$ cat src/rtl/mips_fetch_unit.sv
// mips_fetch_unit
// Instruction fetch front end: walks a word-addressed PC, issues one
// outstanding instruction-memory read at a time, and buffers returned words
// with their PCs in a 2-entry FIFO for decode. Branch redirects flush the
// buffer; a request already on the bus when a redirect lands is allowed to
// finish and its data is thrown away.
module mips_fetch_unit #(
  parameter logic [31:0] RESET_PC = 32'h0000_0000
) (
  input  logic        clk,
  input  logic        rst_n,
  input  logic [31:0] next_pc_in,
  input  logic        redirect,
  output logic        imem_req,
  output logic [31:0] imem_addr,
  input  logic        imem_ack,
  input  logic [31:0] imem_rdata,
  output logic        inst_valid,
  output logic [31:0] inst_out,
  output logic [31:0] inst_pc,
  output logic [31:0] pc_plus1,
  input  logic        inst_ready
);

  typedef enum logic [1:0] {
    S_IDLE  = 2'd0,
    S_FETCH = 2'd1,
    S_FULL  = 2'd2,
    S_DROP  = 2'd3
  } state_t;

  state_t      state;

  // fetch_pc is always the address on the bus. While a stale request drains
  // in S_DROP, the redirect target waits in pend_pc so the bus stays stable.
  logic [31:0] fetch_pc;
  logic [31:0] pend_pc;

  logic [31:0] fifo_word [2];
  logic [31:0] fifo_pc   [2];
  logic        rd_ptr;
  logic        wr_ptr;
  logic [1:0]  count;
  logic [1:0]  count_next;

  logic        flush;
  logic        push;
  logic        pop;

  // A redirect is ignored only in S_IDLE; it also cancels any pop that cycle.
  assign flush = redirect && (state != S_IDLE);
  assign pop   = inst_valid && inst_ready && !flush;
  assign push  = (state == S_FETCH) && imem_ack && !flush;

  assign imem_addr  = fetch_pc;
  assign inst_valid = (count != 2'd0);
  assign inst_out   = fifo_word[rd_ptr];
  assign inst_pc    = fifo_pc[rd_ptr];
  assign pc_plus1   = inst_pc + 32'd1;

  // Occupancy after this cycle's push/pop.
  always_comb begin
    // NOTE: default assignment first so every path drives count_next and no latch is inferred.
    count_next = count;
    unique case ({push, pop})
      2'b10:   count_next = count + 2'd1;
      2'b01:   count_next = count - 2'd1;
      default: count_next = count;
    endcase
  end

  // Fetch control FSM: state, registered request strobe and PC bookkeeping.
  always_ff @(posedge clk or negedge rst_n) begin
    // NOTE: non-blocking assignments so every register samples pre-edge values regardless of statement order.
    if (!rst_n) begin
      state    <= S_IDLE;
      imem_req <= 1'b0;
      fetch_pc <= RESET_PC;
      pend_pc  <= RESET_PC;
    end else begin
      unique case (state)
        S_IDLE: begin
          state    <= S_FETCH;
          imem_req <= 1'b1;
        end

        S_FETCH: begin
          if (redirect) begin
            if (imem_ack) begin
              // Returning word belongs to the wrong path: drop it, refetch now.
              fetch_pc <= next_pc_in;
            end else begin
              // Request in flight: let it finish on the old address.
              pend_pc <= next_pc_in;
              state   <= S_DROP;
            end
          end else if (imem_ack) begin
            fetch_pc <= fetch_pc + 32'd1;
            if (count_next == 2'd2) begin
              state    <= S_FULL;
              imem_req <= 1'b0;
            end
          end
        end

        S_FULL: begin
          if (redirect) begin
            fetch_pc <= next_pc_in;
            state    <= S_FETCH;
            imem_req <= 1'b1;
          end else if (pop) begin
            state    <= S_FETCH;
            imem_req <= 1'b1;
          end
        end

        S_DROP: begin
          if (redirect) begin
            pend_pc <= next_pc_in;
          end
          if (imem_ack) begin
            fetch_pc <= redirect ? next_pc_in : pend_pc;
            state    <= S_FETCH;
          end
        end

        default: begin
          state    <= S_IDLE;
          imem_req <= 1'b0;
        end
      endcase
    end
  end

  // Instruction FIFO: two {word, pc} slots with wrap-around pointers.
  always_ff @(posedge clk or negedge rst_n) begin
    // NOTE: the storage is reset too because the head must read as zero during reset; at two entries this is cheap.
    if (!rst_n) begin
      count        <= 2'd0;
      rd_ptr       <= 1'b0;
      wr_ptr       <= 1'b0;
      fifo_word[0] <= 32'd0;
      fifo_word[1] <= 32'd0;
      fifo_pc[0]   <= 32'd0;
      fifo_pc[1]   <= 32'd0;
    end else if (flush) begin
      count  <= 2'd0;
      rd_ptr <= 1'b0;
      wr_ptr <= 1'b0;
    end else begin
      if (push) begin
        fifo_word[wr_ptr] <= imem_rdata;
        fifo_pc[wr_ptr]   <= fetch_pc;
        wr_ptr            <= ~wr_ptr;
      end
      if (pop) begin
        rd_ptr <= ~rd_ptr;
      end
      count <= count_next;
    end
  end

  // S_FETCH is only ever entered with a free slot, so a push never meets a full FIFO.
  assert property (@(posedge clk) disable iff (!rst_n) !(push && (count == 2'd2)));

endmodule

$ cat config.mk
export PLATFORM = sky130hd
export DESIGN_NAME = mips_fetch_unit
export DESIGN_NICKNAME = d
export VERILOG_FILES = /design/src/rtl/mips_fetch_unit.sv
export SDC_FILE = /design/constraint.sdc
export NUM_CORES = 1
export LEC_CHECK = 0
export CORE_MARGIN = 8
export CORE_UTILIZATION = 49
export DETAILED_ROUTE_END_ITERATION = 12
export GPL_TIMING_DRIVEN = 1
export PLACE_DENSITY = 0.76
export SETUP_SLACK_MARGIN = 0.02
export SYNTH_ARGS = -nofsm -noshare
export SYNTH_HDL_FRONTEND = slang
export SYNTH_SLANG_ARGS = --single-unit
$ cat constraint.sdc
create_clock -name clk -period 9.4 [get_ports clk]
set_clock_uncertainty 0.05 [all_clocks]
set_input_delay 1.41 -clock clk [delete_from_list [all_inputs] [get_ports clk]]
set_output_delay 1.41 -clock clk [all_outputs]
set_load 0.1 [all_outputs]
==> reports/summary.md <==
The wire length of the first global-routing pass was 43700 µm; the die height was 162 µm. For the pin with the worst max-slew slack, the measured transition is 1.11 ns. Ranked by total cell area, the synthesized netlist is headed by sky130_fd_sc_hd__dfrtp_1 (48%), sky130_fd_sc_hd__mux2_2 (22%), sky130_fd_sc_hd__nand2_1 (2.7%). The per-instance average area after synthesis is 11.3 µm².

The type of element capturing the critical path is an output port. The congestion estimate from routability-driven global placement came to 0.848. The gate count of the mapped netlist came out at 924.

The post-detailed-route wirelength per cell was 19.8 µm. The post-CTS setup buffer count came out at 0. For the hold buffer count at cts, the log shows 0. Counting flops with a built-in enable in the synthesized netlist gives 0. The run gives 6.75 ns as the register-to-register setup slack. The most common cell in the synthesized netlist is sky130_fd_sc_hd__mux2_2.

Of the available clock period, the critical path in the final layout requires 62.7%. The flow ran to the end, and the final reports show no timing, DRC or antenna violations. The H-tree generated during clock tree synthesis spans 4 levels.

The later pin in the worst-skew pair is clocked with a latency of 0.43 ns. The critical path starts at rd_ptr. Flip-flop cell with the highest count after synthesis: sky130_fd_sc_hd__dfrtp_1. The total overflow left after global routing is 0.

Port buffering added 198 buffers. The die is 162 µm wide. The tools report the DRC violation count after routing as 0. Detailed placement ended at an HPWL of 19600 µm. The fraction of final layout cells sized beyond drive strength 1 was 24.5%; the max-slew headroom at the worst pin was 25.4%. The tools report the category of the worst setup path launch point as a register. Counting the buffers created by CTS gives 17. The number of iterations in the first detailed-routing pass was 6.

The mapped netlist covers 10400 µm². The time the worst path needs with I/O delays and setup was 5.90 ns. After floorplanning, the core was divided into 53 placement rows.

For this run, the number of Yosys warnings is 0. The analysis attributes to cell leakage a power of 0.00536 µW. The share of synthesized area in the top cell type comes to 47.7%. The fill cell instance count of the final layout is 1705, and the register clock-pin slew on the reported worst setup and hold paths is 0.07 ns. Once the floorplan was initialized, standard cells occupied 49.8% of the core.

In this run the deepest clock path goes through 2 buffers. For the area of the die, the log shows 26200 µm². Once detail routing completed, the nets flagged for antenna violations numbered 0. The critical path is of the register to output port type.

Once the clock tree was built, the resizer swapped 0 gates to a different size. The signed area change from the synthesized netlist to the final layout was 25.8%. After the first detailed-routing iteration, the DRC count stood at 591.

Register cell area after layout: 4980 µm². The number of global-route vias before repair is 8029, and the detailed-route wire length is 27400 µm. Setup violations remaining at the end of the flow were counted as 0. The root buffer selected by CTS was sky130_fd_sc_hd__clkbuf_16. The number of antenna violations at the first check in global routing was 0. The tools report the beginning of the worst hold path as fifo_pc[28]. Setup repair after global routing left no endpoint under its margin. Pin count of the biggest net entering global routing: 126. The routed layout has 7919 vias. Summing internal, switching and leakage power gives 4700 µW. Global routing used 20.9% of the available tracks. The number of maximum-capacitance constraint violations is 0.

The max-slew violation count is 0, and the setup TNS is 0 ns. The logs give 0 for the antenna cell count and 0.170 GHz for the highest clock frequency the design can meet. TritonCTS built the clock tree. The run gives 5110 µm² as the area occupied by multi-input gates. The sequential-to-total area share from yosys stat is 47.7%. VDD sags by at most 178 µV. Data on the critical path is required at its endpoint by 7.94 ns. Pin placement for this block handled 199 I/O pins. In the synthesized netlist the async set-or-reset flop fraction comes to 100%.

The tools report the origin of the critical flop-to-flop path as state[0]. The tools report the synthesized net count as 996. In this run the standard cell core region covers 21000 µm².

In the synthesized netlist, the cells that appear most often are sky130_fd_sc_hd__mux2_2 (206), sky130_fd_sc_hd__dfrtp_1 (199), sky130_fd_sc_hd__nand2_1 (76). The ratio of routed vias to standard cells works out to 5.73. Along the worst path, the maximum fanout reaches 59. The net count of the finished layout is 1166.

The class of the tightest hold or removal check is register to register. The clock net sink count came out at 199. The netlist uses 70 different library cells.

STA puts the critical path data arrival time at 4.44 ns. The flip-flop and latch count after synthesis works out to 199. The count of final hold-check violations was 0. The power density over cell area works out to 358 nW/µm². The top cell type by total area after synthesis is sky130_fd_sc_hd__dfrtp_1.
==> kinds of logic after synthesis <==
kind of cell | count (synthesis) | share of synthesized area [%]
flops | 199 | 47.7
fa+ha+maj | 3 | 0.360
compound gates | 169 | 11.0
mux | 216 | 23.2
buf+inv | 78 | 3.48
xor+xnor | 38 | 3.19
simple gates | 221 | 11.0
==> final cells by class <==
type / count / share of cell area [%]
multi-input cells: 647 / 38.9
flip-flops and latches: 199 / 38.0
repair buffers: 206 / 15.6
clock buffers: 18 / 3.35
well taps: 275 / 2.62
clock inverters: 13 / 0.943
inverters: 23 / 0.658
==> worst max-delay path, stage by stage, from the launching register on <==
cell and delay, ns:
sky130_fd_sc_hd__dfrtp_4 0.88, sky130_fd_sc_hd__nand2_1 0.09, sky130_fd_sc_hd__and2_1 0.18, sky130_fd_sc_hd__inv_1 0.08
sky130_fd_sc_hd__ha_1 0.21, sky130_fd_sc_hd__nand4b_1 0.14, sky130_fd_sc_hd__a22oi_1 0.51, sky130_fd_sc_hd__nand4_2 0.33
sky130_fd_sc_hd__nor4_2 0.25, sky130_fd_sc_hd__xor2_1 0.17, sky130_fd_sc_hd__clkdlybuf4s50_1 1.15
==> per-layer routing <==
layer	wire (µm)	vias up	GRT usage (%)	part of all wire, %
met5	0	-	0	0
li1	-	3695	-	-
met4	486	0	6.90	1.8
met1	12600	3934	28.8	46
met3	1590	31	4.02	5.8
met2	12700	259	32.7	46
==> where the power goes <==
part	leakage, µW	switching, µW	internal, µW	total (µW)
clock network	0.000269	326	373	699
registers	0.00236	233	1120	1350
logic	0.00273	1930	720	2650
total	0.00536	2490	2210	4700
==> path summary, 6_finish.rpt <==
check | cells after the start | end
max | 10 | pc_plus1[30]
min | 2 | fifo_pc[28]
max reg2reg | 5 | imem_addr[14]
min reg2reg | 2 | fifo_pc[28]
max in group asynchronous | 2 | fifo_pc[43]
min in group asynchronous | 1 | fifo_word[14]
==> metrics by stage <==
stage	util [%]	area, µm²	setup WS [ns]	instances	hold slack, ns
2_1_floorplan	-	10400	2.71	924	0.394
3_3_place_gp	60.0	12600	3.99	1350	0.415
3_5_place_dp	60.0	12600	3.92	1350	0.428
4_1_cts	62.7	13100	3.46	1381	0.443
5_1_grt	62.7	13100	3.18	1381	0.466
6_report	62.7	13100	3.50	1381	0.439
==> state kept, by name, summed over array words and instances (netlist names) <==
name	flops
count	2
state	2
pend_pc	32
fifo_pc	64
imem_req	1
wr_ptr	1
fifo_word	64
rd_ptr	1
imem_addr	32
==> cell usage in the layout, fill, tap and decap left out, types with 5 or more instances in the layout <==
cell type	instances
sky130_fd_sc_hd__o221a_2	5
sky130_fd_sc_hd__buf_4	8
sky130_fd_sc_hd__nor3_1	11
sky130_fd_sc_hd__mux2_2	206
sky130_fd_sc_hd__nand4b_1	7
sky130_fd_sc_hd__mux2i_1	9
sky130_fd_sc_hd__nor2_1	32
sky130_fd_sc_hd__clkdlybuf4s50_1	197
sky130_fd_sc_hd__nand4_1	17
sky130_fd_sc_hd__clkinv_4	5
sky130_fd_sc_hd__nor2b_1	7
sky130_fd_sc_hd__clkbuf_16	17
sky130_fd_sc_hd__nand2_1	75
sky130_fd_sc_hd__and3_1	7
sky130_fd_sc_hd__xnor2_1	22
sky130_fd_sc_hd__xor2_1	16
sky130_fd_sc_hd__o21a_1	8
sky130_fd_sc_hd__o21ai_0	54
sky130_fd_sc_hd__a21oi_1	33
sky130_fd_sc_hd__a2bb2oi_1	11
sky130_fd_sc_hd__inv_1	23
sky130_fd_sc_hd__a21o_1	8
sky130_fd_sc_hd__a22oi_1	6
sky130_fd_sc_hd__nand3_1	28
sky130_fd_sc_hd__dfrtp_1	198
No activity file was read; power rests on OpenSTA's default activity.
